[config.mk]
export PLATFORM = sky130hd
export DESIGN_NAME = cache_way_ctrl_flat
export DESIGN_NICKNAME = d
export VERILOG_FILES = /design/src/rtl/cache_way_ctrl_if.sv /design/src/rtl/cache_way_ctrl.sv /design/src/flat_wrapper.sv
export SDC_FILE = /design/constraint.sdc
export NUM_CORES = 1
export LEC_CHECK = 0
export CORE_ASPECT_RATIO = 0.6
export CORE_MARGIN = 10
export CORE_UTILIZATION = 40
export CTS_CLUSTER_DIAMETER = 80
export CTS_CLUSTER_SIZE = 10
export DETAILED_ROUTE_END_ITERATION = 10
export PLACE_DENSITY = 0.7
export SLEW_MARGIN = 20
export SYNTH_ARGS = -nofsm -noshare
export SYNTH_HDL_FRONTEND = slang
export SYNTH_SLANG_ARGS = --single-unit
[constraint.sdc]
create_clock -name clk -period 8.1 [get_ports clk]
set_input_delay 2.43 -clock clk [delete_from_list [all_inputs] [get_ports clk]]
set_output_delay 2.43 -clock clk [all_outputs]
set_load 0.02 [all_outputs]
[src/rtl/cache_way_ctrl_if.sv]
// Bundle between the 2-way cache controller, its two tag banks, the tag mux,
// the refill path and the requester.
interface cache_way_ctrl_if #(
  parameter int K     = 14,
  parameter int IDX_W = 4
);
  logic             req_valid;
  logic             req_ready;
  logic [IDX_W-1:0] req_idx;
  logic [K-1:0]     req_tag;
  logic             flush;
  logic [IDX_W-1:0] tag_rd_idx;
  logic [K-1:0]     tag1_q;
  logic [K-1:0]     tag2_q;
  logic             tag_we1;
  logic             tag_we2;
  logic [IDX_W-1:0] tag_wr_idx;
  logic [K-1:0]     tag_wr_data;
  logic             way_sel;
  logic             refill_req;
  logic             refill_ack;
  logic             resp_valid;
  logic             resp_hit;
  logic             resp_way;

  // controller side
  modport slave (
    input  req_valid, req_idx, req_tag, flush, tag1_q, tag2_q, refill_ack,
    output req_ready, tag_rd_idx, tag_we1, tag_we2, tag_wr_idx, tag_wr_data,
           way_sel, refill_req, resp_valid, resp_hit, resp_way
  );

  // requester / memory side
  modport master (
    output req_valid, req_idx, req_tag, flush, tag1_q, tag2_q, refill_ack,
    input  req_ready, tag_rd_idx, tag_we1, tag_we2, tag_wr_idx, tag_wr_data,
           way_sel, refill_req, resp_valid, resp_hit, resp_way
  );
endinterface

[src/rtl/cache_way_ctrl.sv]
// Two-way set-associative tag lookup controller. Holds per-set valid and LRU
// bits; tags live in two external registered banks read one cycle ahead.
module cache_way_ctrl #(
  parameter int K     = 14,
  parameter int IDX_W = 4
) (
  input  logic             clk,
  input  logic             rst,
  cache_way_ctrl_if.slave  bus
);
  localparam int SETS = 1 << IDX_W;

  localparam logic [2:0] S_IDLE   = 3'd0;
  localparam logic [2:0] S_LOOKUP = 3'd1;
  localparam logic [2:0] S_REFILL = 3'd2;
  localparam logic [2:0] S_UPDATE = 3'd3;
  localparam logic [2:0] S_RESP   = 3'd4;

  logic [2:0]       state;
  logic [IDX_W-1:0] idx_q;
  logic [K-1:0]     tag_q;
  logic             way_q;
  logic             hit_q;
  logic [SETS-1:0]  valid1;
  logic [SETS-1:0]  valid2;
  logic [SETS-1:0]  lru;

  logic accept;
  logic hit1, hit2, victim;
  logic upd;

  // lookup compare and victim pick against the latched set
  always_comb begin
    hit1   = valid1[idx_q] && (bus.tag1_q == tag_q);
    hit2   = valid2[idx_q] && (bus.tag2_q == tag_q);
    victim = !valid1[idx_q] ? 1'b0 :
             !valid2[idx_q] ? 1'b1 : lru[idx_q];
  end

  // outputs decode from state; everything forced low while rst is high
  always_comb begin
    bus.req_ready   = !rst && (state == S_IDLE) && !bus.flush;
    accept          = bus.req_valid && bus.req_ready;
    upd             = !rst && (state == S_UPDATE);
    bus.tag_rd_idx  = rst ? '0 : (accept ? bus.req_idx : idx_q);
    bus.tag_we1     = upd && !way_q;
    bus.tag_we2     = upd && way_q;
    bus.tag_wr_idx  = upd ? idx_q : '0;
    bus.tag_wr_data = upd ? tag_q : '0;
    bus.way_sel     = !rst && way_q &&
                      ((state == S_REFILL) || (state == S_UPDATE) || (state == S_RESP));
    bus.refill_req  = !rst && (state == S_REFILL);
    bus.resp_valid  = !rst && (state == S_RESP);
    bus.resp_hit    = bus.resp_valid && hit_q;
    bus.resp_way    = bus.resp_valid && way_q;
  end

  // FSM plus valid/LRU bookkeeping
  always_ff @(posedge clk) begin
    if (rst) begin
      state  <= S_IDLE;
      idx_q  <= '0;
      tag_q  <= '0;
      way_q  <= 1'b0;
      hit_q  <= 1'b0;
      valid1 <= '0;
      valid2 <= '0;
      lru    <= '0;
    end else begin
      case (state)
        S_IDLE: begin
          if (bus.flush) begin
            valid1 <= '0;
            valid2 <= '0;
            lru    <= '0;
          end else if (accept) begin
            idx_q <= bus.req_idx;
            tag_q <= bus.req_tag;
            state <= S_LOOKUP;
          end
        end
        S_LOOKUP: begin
          if (hit1 || hit2) begin
            // way 0 wins a double hit; the other way becomes LRU
            way_q      <= !hit1;
            hit_q      <= 1'b1;
            lru[idx_q] <= hit1;
            state      <= S_RESP;
          end else begin
            way_q <= victim;
            hit_q <= 1'b0;
            state <= S_REFILL;
          end
        end
        S_REFILL: begin
          if (bus.refill_ack) state <= S_UPDATE;
        end
        S_UPDATE: begin
          if (way_q) valid2[idx_q] <= 1'b1;
          else       valid1[idx_q] <= 1'b1;
          lru[idx_q] <= !way_q;
          state      <= S_RESP;
        end
        S_RESP:  state <= S_IDLE;
        default: state <= S_IDLE;
      endcase
    end
  end
endmodule

[src/flat_wrapper.sv]
// flat-port wrapper written by rule: the top's interface ports become plain ports
module cache_way_ctrl_flat 
#(
  parameter int K     = 14,
  parameter int IDX_W = 4
)
  (clk, rst, bus_req_valid, bus_req_idx, bus_req_tag, bus_flush, bus_tag1_q, bus_tag2_q, bus_refill_ack, bus_req_ready, bus_tag_rd_idx, bus_tag_we1, bus_tag_we2, bus_tag_wr_idx, bus_tag_wr_data, bus_way_sel, bus_refill_req, bus_resp_valid, bus_resp_hit, bus_resp_way);
  cache_way_ctrl_if #(.K(K), .IDX_W(IDX_W)) bus_i ();
  input  logic clk;
  input  logic rst;
  input wire logic [$bits(bus_i.req_valid)-1:0] bus_req_valid;
  input wire logic [$bits(bus_i.req_idx)-1:0] bus_req_idx;
  input wire logic [$bits(bus_i.req_tag)-1:0] bus_req_tag;
  input wire logic [$bits(bus_i.flush)-1:0] bus_flush;
  input wire logic [$bits(bus_i.tag1_q)-1:0] bus_tag1_q;
  input wire logic [$bits(bus_i.tag2_q)-1:0] bus_tag2_q;
  input wire logic [$bits(bus_i.refill_ack)-1:0] bus_refill_ack;
  output wire logic [$bits(bus_i.req_ready)-1:0] bus_req_ready;
  output wire logic [$bits(bus_i.tag_rd_idx)-1:0] bus_tag_rd_idx;
  output wire logic [$bits(bus_i.tag_we1)-1:0] bus_tag_we1;
  output wire logic [$bits(bus_i.tag_we2)-1:0] bus_tag_we2;
  output wire logic [$bits(bus_i.tag_wr_idx)-1:0] bus_tag_wr_idx;
  output wire logic [$bits(bus_i.tag_wr_data)-1:0] bus_tag_wr_data;
  output wire logic [$bits(bus_i.way_sel)-1:0] bus_way_sel;
  output wire logic [$bits(bus_i.refill_req)-1:0] bus_refill_req;
  output wire logic [$bits(bus_i.resp_valid)-1:0] bus_resp_valid;
  output wire logic [$bits(bus_i.resp_hit)-1:0] bus_resp_hit;
  output wire logic [$bits(bus_i.resp_way)-1:0] bus_resp_way;
  assign bus_i.req_valid = bus_req_valid;
  assign bus_i.req_idx = bus_req_idx;
  assign bus_i.req_tag = bus_req_tag;
  assign bus_i.flush = bus_flush;
  assign bus_i.tag1_q = bus_tag1_q;
  assign bus_i.tag2_q = bus_tag2_q;
  assign bus_i.refill_ack = bus_refill_ack;
  assign bus_req_ready = bus_i.req_ready;
  assign bus_tag_rd_idx = bus_i.tag_rd_idx;
  assign bus_tag_we1 = bus_i.tag_we1;
  assign bus_tag_we2 = bus_i.tag_we2;
  assign bus_tag_wr_idx = bus_i.tag_wr_idx;
  assign bus_tag_wr_data = bus_i.tag_wr_data;
  assign bus_way_sel = bus_i.way_sel;
  assign bus_refill_req = bus_i.refill_req;
  assign bus_resp_valid = bus_i.resp_valid;
  assign bus_resp_hit = bus_i.resp_hit;
  assign bus_resp_way = bus_i.resp_way;
  cache_way_ctrl #(.K(K), .IDX_W(IDX_W)) u_core (.clk(clk), .rst(rst), .bus(bus_i));
endmodule
; ---- Word level (Yosys, flattened, before mapping)
; Index checks and enable logic that the tools add are counted.
; Widths: inputs -> output; s select.
[totals]
out_inout_bits = 30
register_bits = 71
word_cells = 87
in_bits = 51
[op_classes]
n_eq_ne = 13
n_reduce_logical = 31
muxes = 30
n_bitwise = 3
order_cmp = 2
[op_table]
columns = operator, n
row1 = $mux 16, 4
row2 = $pmux 16 s2, 2
row3 = $pmux 16 s3, 1
row4 = $bwmux 16, 2
row5 = $or 16x16->16, 2
row6 = $eq 14x14->1, 2
row7 = $logic_and 1x1->1, 15
row8 = $reduce_and 3->1, 5
row9 = $mux 14, 1
row10 = $bmux 1 s4, 3
row11 = $mux 3, 4
row12 = $mux 4, 3
row13 = $pmux 3 s4, 1
row14 = $mux 1, 8
row15 = $ne 2x2->1 const B, 4
row16 = $eq 3x2->1 const B, 2
row17 = $ne 2x1->1 const B, 3
row18 = $lt 4x5->1 const B, 1
row19 = $demux 1 s4, 1
row20 = $ge 4x1->1 const B, 1
row21 = $logic_not 1->1, 4
row22 = $eq 3x1->1 const B, 1
row23 = $eq 3x3->1 const B, 1
row24 = $logic_not 3->1, 1
row25 = 5 further kinds, 7

; ---- Logic depth before layout (Yosys ltp)
; Gate-level depths: netlist (run 1).
[depth]
ltp_word = 7
ltp_mapped = 8
ltp_nobuf = 6

; ---- Least setup slack after synthesis (run 1)
; No wires, ideal clock.
[synth_path]
path_type = input-to-output
start = in rst
end = out bus_tag_rd_idx[0]
path_stages = 7
required_time_ns = 5.670
setup_slack_ns = 1.312
t_arrival_ns = 4.358
cell_sequence = or2_1 > clkbuf_1 > nor4_1 > and2_1 > buf_2 > nand2_1 > a21oi_1
[synth_between]
elab_chain_cells = 6
[synth_rtl]
columns = element, line
row1 = "start, declared", flat_wrapper.sv:10  ; input logic rst;
row2 = $logic_not 1->1, cache_way_ctrl.sv:42  ; bus.req_ready = !rst && (state == S_IDLE) && !bus.flush;
row3 = $logic_and 1x1->1 (2 in series), cache_way_ctrl.sv:42
row4 = named net bus_req_ready, flat_wrapper.sv:18  ; output wire logic [$bits(bus_i.req_ready)-1:0] bus_req_ready;
row5 = $logic_and 1x1->1, cache_way_ctrl.sv:43  ; accept = bus.req_valid && bus.req_ready;
row6 = $mux 4 (2 in series), cache_way_ctrl.sv:45  ; bus.tag_rd_idx = rst ? '0 : (accept ? bus.req_idx : idx_q);
row7 = "end, declared", flat_wrapper.sv:19  ; output wire logic [$bits(bus_i.tag_rd_idx)-1:0] bus_tag_rd_idx;
; The timed path passes the listed nets, and every way through them passes these cells.

; ---- Final worst setup path (run 1)
[layout_path]
start = in rst
end = out bus_tag_rd_idx[2]
[layout_between]
elab_chain_cells = 6
[layout_rtl]
columns = element, line
row1 = $logic_not 1->1, cache_way_ctrl.sv:42
row2 = $logic_and 1x1->1 (2 in series), cache_way_ctrl.sv:42
row3 = $logic_and 1x1->1, cache_way_ctrl.sv:43
row4 = $mux 4, cache_way_ctrl.sv:45
row5 = $mux 4 *, cache_way_ctrl.sv:45
; Every way passes the cells marked *; elsewhere a longest branch is shown, timed or not.

==> results of run 1 <==
## per-stage QoR
| stage | cell area, um2 | instances | total power [uW] | util |
|---|---|---|---|---|
| after detailed placement | 4770 | 650 | 475 | 0.513 |
| after floorplan | 3860 | 462 | 430 | - |
| after CTS | 5060 | 665 | 867 | 0.545 |
| after global placement | 4760 | 650 | 472 | 0.512 |
| final | 5060 | 665 | 862 | 0.545 |
| after global routing | 5060 | 665 | 892 | 0.545 |
## worst max-delay path: cells and delay by family
| kind | cells | cell delay, ns |
|---|---|---|
| buffers and inverters | 2 | 1.07 |
| AOI/OAI and AO/OA | 1 | 0.20 |
| and+or+nand+nor | 4 | 1.43 |
## placed cells by master, fill, tap and decap left out, types with 2 or more instances in the layout
cell,netlist,routed
buf_4,1,10
nor2_1,50,50
nor2b_1,4,4
a2bb2oi_1,14,14
dfxtp_1,71,71
nor3_1,10,10
o211ai_1,2,2
o22ai_1,2,2
nand2_1,63,63
nand3b_1,14,14
a21oi_2,2,2
mux4_2,12,12
o31ai_1,2,2
nand3_1,8,8
and2_1,22,22
a22oi_1,6,6
a211oi_1,2,2
clkbuf_8,0,2
xnor2_1,28,28
o221ai_2,10,10
nor4_1,3,3
nand4_1,6,6
a31oi_1,3,3
o221ai_1,4,4
clkbuf_16,0,9
a21oi_1,58,58
or2_1,2,2
and3_1,2,2
inv_1,15,15
clkdlybuf4s50_1,0,80
nand2b_1,4,4
## cells in the mapped netlist (2+ instances only)
cell type / n
a211oi_1: 2
a21oi_1: 58
a21oi_2: 2
a22oi_1: 6
a2bb2oi_1: 14
a31oi_1: 3
and2_1: 22
and3_1: 2
buf_1: 3
buf_2: 5
buf_6: 2
clkbuf_1: 21
dfxtp_1: 71
inv_1: 15
mux4_2: 12
nand2_1: 63
nand2b_1: 4
nand3_1: 8
nand3b_1: 14
nand4_1: 6
nor2_1: 50
nor2b_1: 4
nor3_1: 10
nor4_1: 3
o211ai_1: 2
o221ai_1: 4
o221ai_2: 10
o22ai_1: 2
o31ai_1: 2
or2_1: 2
xnor2_1: 28
## path summary, 6_finish.rpt
path / startpoint / end / slack, ns
worst max-delay path: rst / bus_tag_rd_idx[2] / 0.52
worst min register to register: u_core.valid2[5] / u_core.valid2[5] / 0.46
worst max register to register: u_core.idx_q[0] / u_core.lru[15] / 5.41
worst min-delay path: u_core.valid2[5] / u_core.valid2[5] / 0.46
## registers in the layout (all words and copies together) (netlist names)
register / cells
u_core.hit_q: 1
u_core.valid2: 16
u_core.idx_q: 4
u_core.valid1: 16
u_core.state: 3
u_core.way_q: 1
u_core.lru: 16
u_core.tag_q: 14
## metal layers
layer / vias up / share of wire / global-route usage / routed length [um]
met4: 0 / 0.0060 / 0.0373 / 74
li1: 1759 / - / - / -
met1: 1804 / 0.50 / 0.256 / 6130
met3: 10 / 0.074 / 0.0450 / 910
met2: 130 / 0.42 / 0.250 / 5120
met5: - / 0 / 0 / 0
## kinds of logic after synthesis
family                 count (synthesis)  synth area share
buffers and inverters                 48            0.0531
AO/OA/AOI/OAI                        109             0.202
AND/OR/NAND/NOR                      193             0.241
XOR/XNOR                              28            0.0635
flip-flops                            71             0.368
multiplexers                          13            0.0726
## cell type report
| cell class | count | area [um2] | area share |
|---|---|---|---|
| Tap cell | 130 | 163 | 0.0321 |
| Inverter | 16 | 60.1 | 0.0119 |
| Clock buffer | 12 | 256 | 0.0506 |
| Timing Repair Buffer | 90 | 876 | 0.173 |
| Multi-Input combinational cell | 343 | 2250 | 0.443 |
| Sequential cell | 71 | 1420 | 0.281 |
| Clock inverter | 3 | 42.5 | 0.00840 |
## where the power goes
part | leakage [uW] | switching [uW] | internal (uW)
clock network | 0.000145 | 140 | 253
logic | 0.000972 | 50.9 | 51.6
registers | 0.000574 | 10.0 | 356
==> impl_results.md, run 1 <==
- GPL Wtd Cong: 0.904
- Final slew viol count: 0
- Final hold violations: 0
- Pwr dens: 170 nW/um2
- RSZ-0062 raised after global routing: no
- Hold_buf cts: 0
- Vias per inst: 5.57
- Antenna viol nets, final: 0
- Clock latency at the later pin of the worst-skew pair: 0.33 ns
- Post-synth EDFFs: 0
- Hold path cells: 2
- CTS root buffer: clkbuf_16
- # IOs: 81
- Register bit total from synthesis: 71
- Worst Skew: 0.00493 ns
- Hold Slack: 0.462 ns
- Dpl hpwl: 9.26 mm
- Fmax: 0.132 GHz
- TritonRoute pass-1 iters: 5
- YS warnings: 0
- Post-synth ARST share: 0
- Worst Path Required: 5.67 ns
- Die Y: 96.1 um
- Die Wd: 147 um
- Post-synthesis cell count: 462
- Crit-path max FO: 12
- Synth top area share: 0.368
- GRT Overall Usage: 0.174
- Startpoint types: input port
- Final setup margin: 0.518 ns
- Diodes inserted: 0
- Total Wirelength: 12.2 mm
- Drt wl/cell: 18.4 um
- Setup TNS: 0 ns
- Area contributors post-synth: dfxtp_1 (37%), a21oi_1 (7.5%), mux4_2 (7.0%)
- Relative slew slack: 0.377
- Final setup vio count: 0
- Wire length of the first global-routing pass: 19.6 mm
- Total core area: 9290 um2
- TritonCTS clock tree: built
- Drt initial violations: 426
- Post-synthesis sequential area ratio: 0.368
- Ys flop type: dfxtp_1
- CTS resizes: 0
- Die Area: 14100 um2
- CP Capture Type: output pin
- Vias in the first global route: 3539
- CP cell instances: clkdlybuf4s50_1, or2_1, nor4_1, and2_1, nand2_1, a21oi_1, clkdlybuf4s50_1
- Vias: 3703
- Synthesis-to-finish area growth: 31.2%
- Critical path class: input port to output pin
- Static Leak: 0.00169 uW
- Share of layout cells above drive strength 1: 0.103
- Dpl ws: 0.566 ns
- Area leader, netlist: dfxtp_1
- Distinct cells, synth: 43
- Final #Nets: 582
- Setup Fix Bufs, Post-CTS: 0
- Worst IR Drop VDD: 0.106 mV
- Slew @ Worst Pin: 0.932 ns
- Syn avg cell area: 8.36 um2
- Status: completed
- IO buf count: 80
- Tmin final: 7.58 ns
- Rows: 27
- Drt drc: 0
- # fillers: 841
- Arrival time worst endpoint: 5.15 ns
- Worst Hold Class: register to register
- Mapped Area: 3860 um2
- Reg2reg path depth: 7
- Max Cap Violations: 0
- Largest net degree at the start of global routing: 33
- Top cell by count, worst path: clkdlybuf4s50_1
- Clock Sinks: 71
- Starting Density: 0.416
- CTS HTree Levels: 3
- Final worst-path cycle share: 0.936
- Critical path's slowest cell: clkdlybuf4s50_1
- Max stage delay on crit path: 0.64 ns
- CTS max path bufs: 2
- Initial antenna violation count: 0
- Cts bufs inserted: 9
- Mapped Nets: 513
- Congestion Overflow GR: 0
- Clock transition at path regs: 0.05 ns
(Power assumes the default switching activity.)
==> run 2: changes to the inputs <==
--- a/config.mk
+++ b/config.mk
@@ -7,11 +7,11 @@
 export LEC_CHECK = 0
 export CORE_ASPECT_RATIO = 0.6
 export CORE_MARGIN = 10
-export CORE_UTILIZATION = 40
+export CORE_UTILIZATION = 50
 export CTS_CLUSTER_DIAMETER = 80
 export CTS_CLUSTER_SIZE = 10
 export DETAILED_ROUTE_END_ITERATION = 10
-export PLACE_DENSITY = 0.7
+export PLACE_DENSITY = 0.83
 export SLEW_MARGIN = 20
 export SYNTH_ARGS = -nofsm -noshare
 export SYNTH_HDL_FRONTEND = slang
==> run 2 against run 1 <==
Compared with the run above: global-route usage up 3.6 points; worst setup slack gained 0.022 ns; hold slack improved by 0.0043 ns; via count increased by 0.54%; first-iteration DRC count grew 7.5%; clock skew increased by 0.0017 ns.
==> impl_results.md, run 2 (same netlist as run 1, synthesis figures left out) <==
- Top Registers: u_core.lru: 16 flops, u_core.valid1: 16 flops, u_core.valid2: 16 flops
- Clock transition at path regs: 0.05 ns (about the same)
- Slew @ Worst Pin: 0.884 ns (-0.0482 ns)
- Final #Nets: 580 (-0.34%)
- Relative slew slack: 0.409 (+0.0322)
- Max Cap Violations: 0 (unchanged)
- Wire length of the first global-routing pass: 19.5 mm (-0.39%)
- Critical path class: input port to output pin
- CP cell instances: clkdlybuf4s50_1, or2_1, nor4_1, and2_1, nand2_1, a21oi_1, clkdlybuf4s50_1
- Die Area: 11800 um2 (-17%)
- Total Wirelength: 12.1 mm (-0.71%)
- Final hold violations: 0 (unchanged)
- Die Y: 88.1 um (-8.4%)
- Setup TNS: 0 ns (unchanged)
- Total core area: 7390 um2 (-20%)
- Fmax: 0.132 GHz (+0.29%)
- Share of layout cells above drive strength 1: 0.101 (-0.00149)
- Largest net degree at the start of global routing: 33 (unchanged)
- Rows: 24 (-11%)
- Hold Slack: 0.467 ns (+0.00435 ns)
- Vias per inst: 5.84 (+5.0%)
- TritonCTS clock tree: built
- Worst Path Required: 5.67 ns (about the same)
- Drt wl/cell: 19.1 um (+3.7%)
- Pwr dens: 165 nW/um2 (-3.1%)
- TritonRoute pass-1 iters: 5 (unchanged)
- Final worst-path cycle share: 0.933 (-0.00269)
- Vias: 3723 (+0.54%)
- Crit-path max FO: 14 (+2)
- Worst Hold Class: register to register
- Final slew viol count: 0 (unchanged)
- Drt drc: 0 (unchanged)
- Arrival time worst endpoint: 5.13 ns (-0.02 ns)
- GRT Overall Usage: 0.210 (+0.0358)
- Drt initial violations: 458 (+7.5%)
- Worst IR Drop VDD: 0.125 mV (+18%)
- CTS HTree Levels: 3 (unchanged)
- Initial antenna violation count: 0 (unchanged)
- Setup Fix Bufs, Post-CTS: 0 (unchanged)
- RSZ-0062 raised after global routing: no
- Internal reg-to-reg setup slack: 5.44 ns (+0.03 ns)
- Top cell by count, worst path: clkdlybuf4s50_1
- Tmin final: 7.56 ns (-0.0218 ns)
- Status: completed
- Vias in the first global route: 3587 (+1.4%)
- Max stage delay on crit path: 0.63 ns (about the same)
- Clock Sinks: 71 (unchanged)
- Critical path's slowest cell: clkdlybuf4s50_1
- Dpl hpwl: 9.27 mm (about the same)
- # IOs: 81 (unchanged)
- Hold_buf cts: 0 (unchanged)
- CTS max path bufs: 2 (unchanged)
- Synthesis-to-finish area growth: 29.3%
- CTS resizes: 0 (unchanged)
- Commonest cells after routing, fill and taps aside: clkdlybuf4s50_1 (80), dfxtp_1 (71), nand2_1 (63)
- Antenna viol nets, final: 0 (unchanged)
- GPL Wtd Cong: 0.910 (+0.72%)
- Static Leak: 0.00166 uW (-1.7%)
- CTS root buffer: clkbuf_16
- Startpoint types: input port
- Worst Skew: 0.00664 ns (+0.00171 ns)
- Final setup vio count: 0 (unchanged)
- Congestion Overflow GR: 0 (unchanged)
- IO buf count: 80 (unchanged)
- CP Capture Type: output pin
- Diodes inserted: 0 (unchanged)
- Most common cell after layout, fill and taps aside: clkdlybuf4s50_1
- Clock latency at the later pin of the worst-skew pair: 0.33 ns (about the same)
- Starting Density: 0.523 (+0.107)
- Die Wd: 133 um (-9.1%)
- Cts bufs inserted: 9 (unchanged)
run 2: layout make-up:
type | instances | area (um2)
Inverter | 16 | 60.1
Sequential cell | 71 | 1420
Clock buffer | 12 | 246
Tap cell | 104 | 130
Fill cell | 611 | 2390
Multi-Input combinational cell | 343 | 2250
Timing Repair Buffer | 88 | 861
Clock inverter | 3 | 20.0
run 2: where the power goes:
part	total (uW)	switching [uW]	internal [uW]
Sequential	366	9.95	356
Clock	355	142	213
Combinational	101	50.8	50.7
Total	823	203	620
run 2: worst paths after layout:
kind,from,end,cells after the start
max,rst,bus_tag_rd_idx[2],7
min,u_core.valid2[13],u_core.valid2[13],2
max reg2reg,u_core.idx_q[3],u_core.lru[12],6
min reg2reg,u_core.valid2[13],u_core.valid2[13],2
run 2: critical path, delay by kind of cell:
family	cells	cell delay, ns
and+or+nand+nor	4	1.46
AOI/OAI and AO/OA	1	0.18
buffers and inverters	2	1.05
run 2: stage by stage:
| step | utilization | power, uW | instance area (um2) | setup slack (ns) | instances |
|---|---|---|---|---|---|
| detailed placement | 0.638 | 473 | 4710 | 0.627 | 622 |
| finish | 0.676 | 823 | 4990 | 0.540 | 637 |
| global placement | 0.638 | 469 | 4710 | 0.771 | 622 |
| CTS | 0.674 | 827 | 4980 | 0.573 | 637 |
| floorplan | - | 430 | 3860 | 1.31 | 462 |
| global route | 0.676 | 854 | 4990 | 0.363 | 637 |
run 2: routing by layer:
layer	vias to the layer above	wire length, um	GRT usage
met2	144	5440	0.319
met1	1804	5660	0.296
met5	-	0	0
li1	1759	-	-
met4	0	116	0.0531
met3	16	932	0.0474
==> run 3: changes to the inputs <==
--- a/config.mk
+++ b/config.mk
@@ -11,7 +11,7 @@
 export CTS_CLUSTER_DIAMETER = 80
 export CTS_CLUSTER_SIZE = 10
 export DETAILED_ROUTE_END_ITERATION = 10
-export PLACE_DENSITY = 0.83
+export PLACE_DENSITY = 0.87
 export SLEW_MARGIN = 20
 export SYNTH_ARGS = -nofsm -noshare
 export SYNTH_HDL_FRONTEND = slang
==> constraint.sdc (replaced) <==
create_clock -name clk -period 8.7 [get_ports clk]
set_input_delay 2.61 -clock clk [delete_from_list [all_inputs] [get_ports clk]]
set_output_delay 2.61 -clock clk [all_outputs]
set_load 0.02 [all_outputs]
==> run 3 against run 2 <==
Compared with the run above: sequential power down 6.8%; combinational power fell by 6%; via count is 2.9% higher; register-to-register slack improved by 0.55 ns; non-clock buffer count shrank 2; clock power grew 2%; global-route usage decreased by 0.053 points.
==> impl_results.md, run 3 (same netlist as run 1, synthesis figures left out) <==
- Status: completed
- CTS max path bufs: 2 (unchanged)
- Rows: 24 (unchanged)
- Worst Path Required: 6.09 ns (+0.42 ns)
- Cts bufs inserted: 9 (unchanged)
- Design Power: 799 uW (-2.9%)
- Final instance count without filler cells: 636 (-0.16%)
- Slew @ Worst Pin: 0.928 ns (+0.0440 ns)
- Die Area: 11800 um2 (unchanged)
- Die Wd: 133 um (unchanged)
- Worst hold endpoint: u_core.valid1[8]
- Dpl hpwl: 8.95 mm (-3.4%)
- Setup TNS: 0 ns (unchanged)
- GPL Wtd Cong: 0.924 (+1.6%)
- Antenna viol nets, final: 0 (unchanged)
- Hold_buf cts: 0 (unchanged)
- Diodes inserted: 0 (unchanged)
- Fmax: 0.126 GHz
- Critical path class: input port to output pin
- # IOs: 81 (unchanged)
- Placed Cells: 620 (-0.32%)
- Final slew viol count: 0 (unchanged)
- Hold path cells: 2 (unchanged)
- Reg2reg path depth: 7 (+1)
- Total Wirelength: 12.2 mm (+0.15%)
- Worst IR Drop VDD: 0.162 mV (+29%)
- Share of layout cells above drive strength 1: 0.105 (+0.00395)
- Congestion Overflow GR: 0 (unchanged)
- Initial antenna violation count: 0 (unchanged)
- CTS resizes: 0 (unchanged)
- Static Leak: 0.00167 uW (+0.43%)
- FF-to-FF End: u_core.lru[12]
- Critical path's slowest cell: clkdlybuf4s50_1
- TritonRoute pass-1 iters: 5 (unchanged)
- Top Registers: u_core.lru: 16 flops, u_core.valid1: 16 flops, u_core.valid2: 16 flops
- CTS HTree Levels: 3 (unchanged)
- Sequential share of power: 0.427 (-0.018)
- Largest net degree at the start of global routing: 33 (unchanged)
- Die Y: 88.1 um (unchanged)
- Commonest cells after routing, fill and taps aside: clkdlybuf4s50_1 (80), dfxtp_1 (71), nand2_1 (63)
- Clock latency at the later pin of the worst-skew pair: 0.34 ns (about the same)
- GRT Overall Usage: 0.210 (-0.000530)
- Relative slew slack: 0.379 (-0.0294)
- Setup Fix Bufs, Post-CTS: 0 (unchanged)
- Max stage delay on crit path: 0.63 ns (about the same)
- Final #Nets: 578 (-0.34%)
- Wire length of the first global-routing pass: 19.6 mm (+0.60%)
- CTS root buffer: clkbuf_16
- Logic pwr share: 0.119 (-0.004)
- Tmin final: 7.91 ns
- Synthesis-to-finish area growth: 29.8%
- Vias per inst: 6.03 (+3.1%)
- Pwr dens: 159 nW/um2 (-3.3%)
- Clock Sinks: 71 (unchanged)
- Net switching share of the total power: 0.248 (+0.00216)
- Final setup vio count: 0 (unchanged)
- Arrival time worst endpoint: 5.30 ns (+0.17 ns)
- Worst Hold Class: register to register
- Clock transition at path regs: 0.05 ns (about the same)
- IO buf count: 80 (unchanged)
- CP cell instances: clkdlybuf4s50_1, or2_1, nor4_1, and2_1, nand2_1, a21oi_1, clkdlybuf4s50_1
- Final hold violations: 0 (unchanged)
- CP Capture Type: output pin
- Internal reg-to-reg setup slack: 5.99 ns (+0.55 ns)
- TritonCTS clock tree: built
- R2R Path Start: u_core.idx_q[0]
- Clk pwr share: 0.454 (+0.022)
- Drt drc: 0 (unchanged)
- Worst Skew: 0.00612 ns (-0.000521 ns)
- Hold Crit Start: u_core.valid1[8]
- RSZ-0062 raised after global routing: no
- Vias: 3832 (+2.9%)
- Most common cell after layout, fill and taps aside: clkdlybuf4s50_1
- Drt wl/cell: 19.1 um (+0.31%)
- Startpoint types: input port
- P_sw: 198 uW (-2.1%)
- Drt initial violations: 646 (+41%)
- Starting Density: 0.523 (unchanged)
- Top cell by count, worst path: clkdlybuf4s50_1
- Pint: 600 uW (-3.2%)
- Vias in the first global route: 3691 (+2.9%)
- Final worst-path cycle share: 0.909
- Crit-path max FO: 14 (unchanged)
- Max Cap Violations: 0 (unchanged)
- Total core area: 7390 um2 (unchanged)
[run 3: cell count changes in the layout (fill, tap and decap cells not counted), sizes merged]
| cell | delta |
|---|---|
| bufinv | +1 |
| buf | -2 |
| clkinv | +2 |
| clkbuf | -3 |
| inv | +1 |
[run 3: per-stage QoR]
stage          cell area (um2)  utilization  hold slack [ns]  setup slack [ns]
2_1_floorplan             3860            -            0.431              1.55
3_3_place_gp              4700        0.636            0.443              1.02
3_5_place_dp              4700        0.637            0.453             0.887
4_1_cts                   5000        0.677            0.467             0.847
5_1_grt                   5010        0.678            0.501             0.598
6_report                  5010        0.678            0.467             0.792
[run 3: how the worst max path moves through the flow]
stage                     from                 to  slack, ns  cells after the start
after floorplan            rst  bus_tag_rd_idx[0]       1.55                      7
after global placement     rst  bus_tag_rd_idx[2]       1.02                      7
after detailed placement   rst  bus_tag_rd_idx[0]       0.89                      7
after CTS                  rst  bus_tag_rd_idx[3]       0.85                      7
after global routing       rst  bus_tag_rd_idx[0]       0.60                      7
final                      rst  bus_tag_rd_idx[3]       0.79                      7
[run 3: power groups by stage]
stage                     clock network, uW  registers (uW)  logic [uW]
after floorplan                           0             344        56.5
after global placement                    0             347        88.9
after detailed placement                  0             348        92.3
after CTS                               367             341        93.2
after global routing                    383             342         102
final                                   362             341        95.4
[run 3: worst max-delay path: cells and delay by family]
kind | cells | cell delay [ns]
buffers and inverters | 2 | 1.05
AO/OA/AOI/OAI | 1 | 0.16
AND/OR/NAND/NOR | 4 | 1.48
[run 3: final cells by class]
class	instances	area, um2
clock buffers	9	225
clock inverters	7	72.6
fillers	572	2380
inverters	16	60.1
multi-input cells	343	2260
flip-flops and latches	71	1420
well taps	104	130
repair buffers	86	846
[run 3: layer usage]
metal	vias up	wire [um]	part of all wire	global-route usage
met5	-	0	0	0
met4	0	208	0.017	0.0728
met3	30	1420	0.12	0.0771
met2	220	5410	0.44	0.326
met1	1825	5130	0.42	0.265
li1	1757	-	-	-
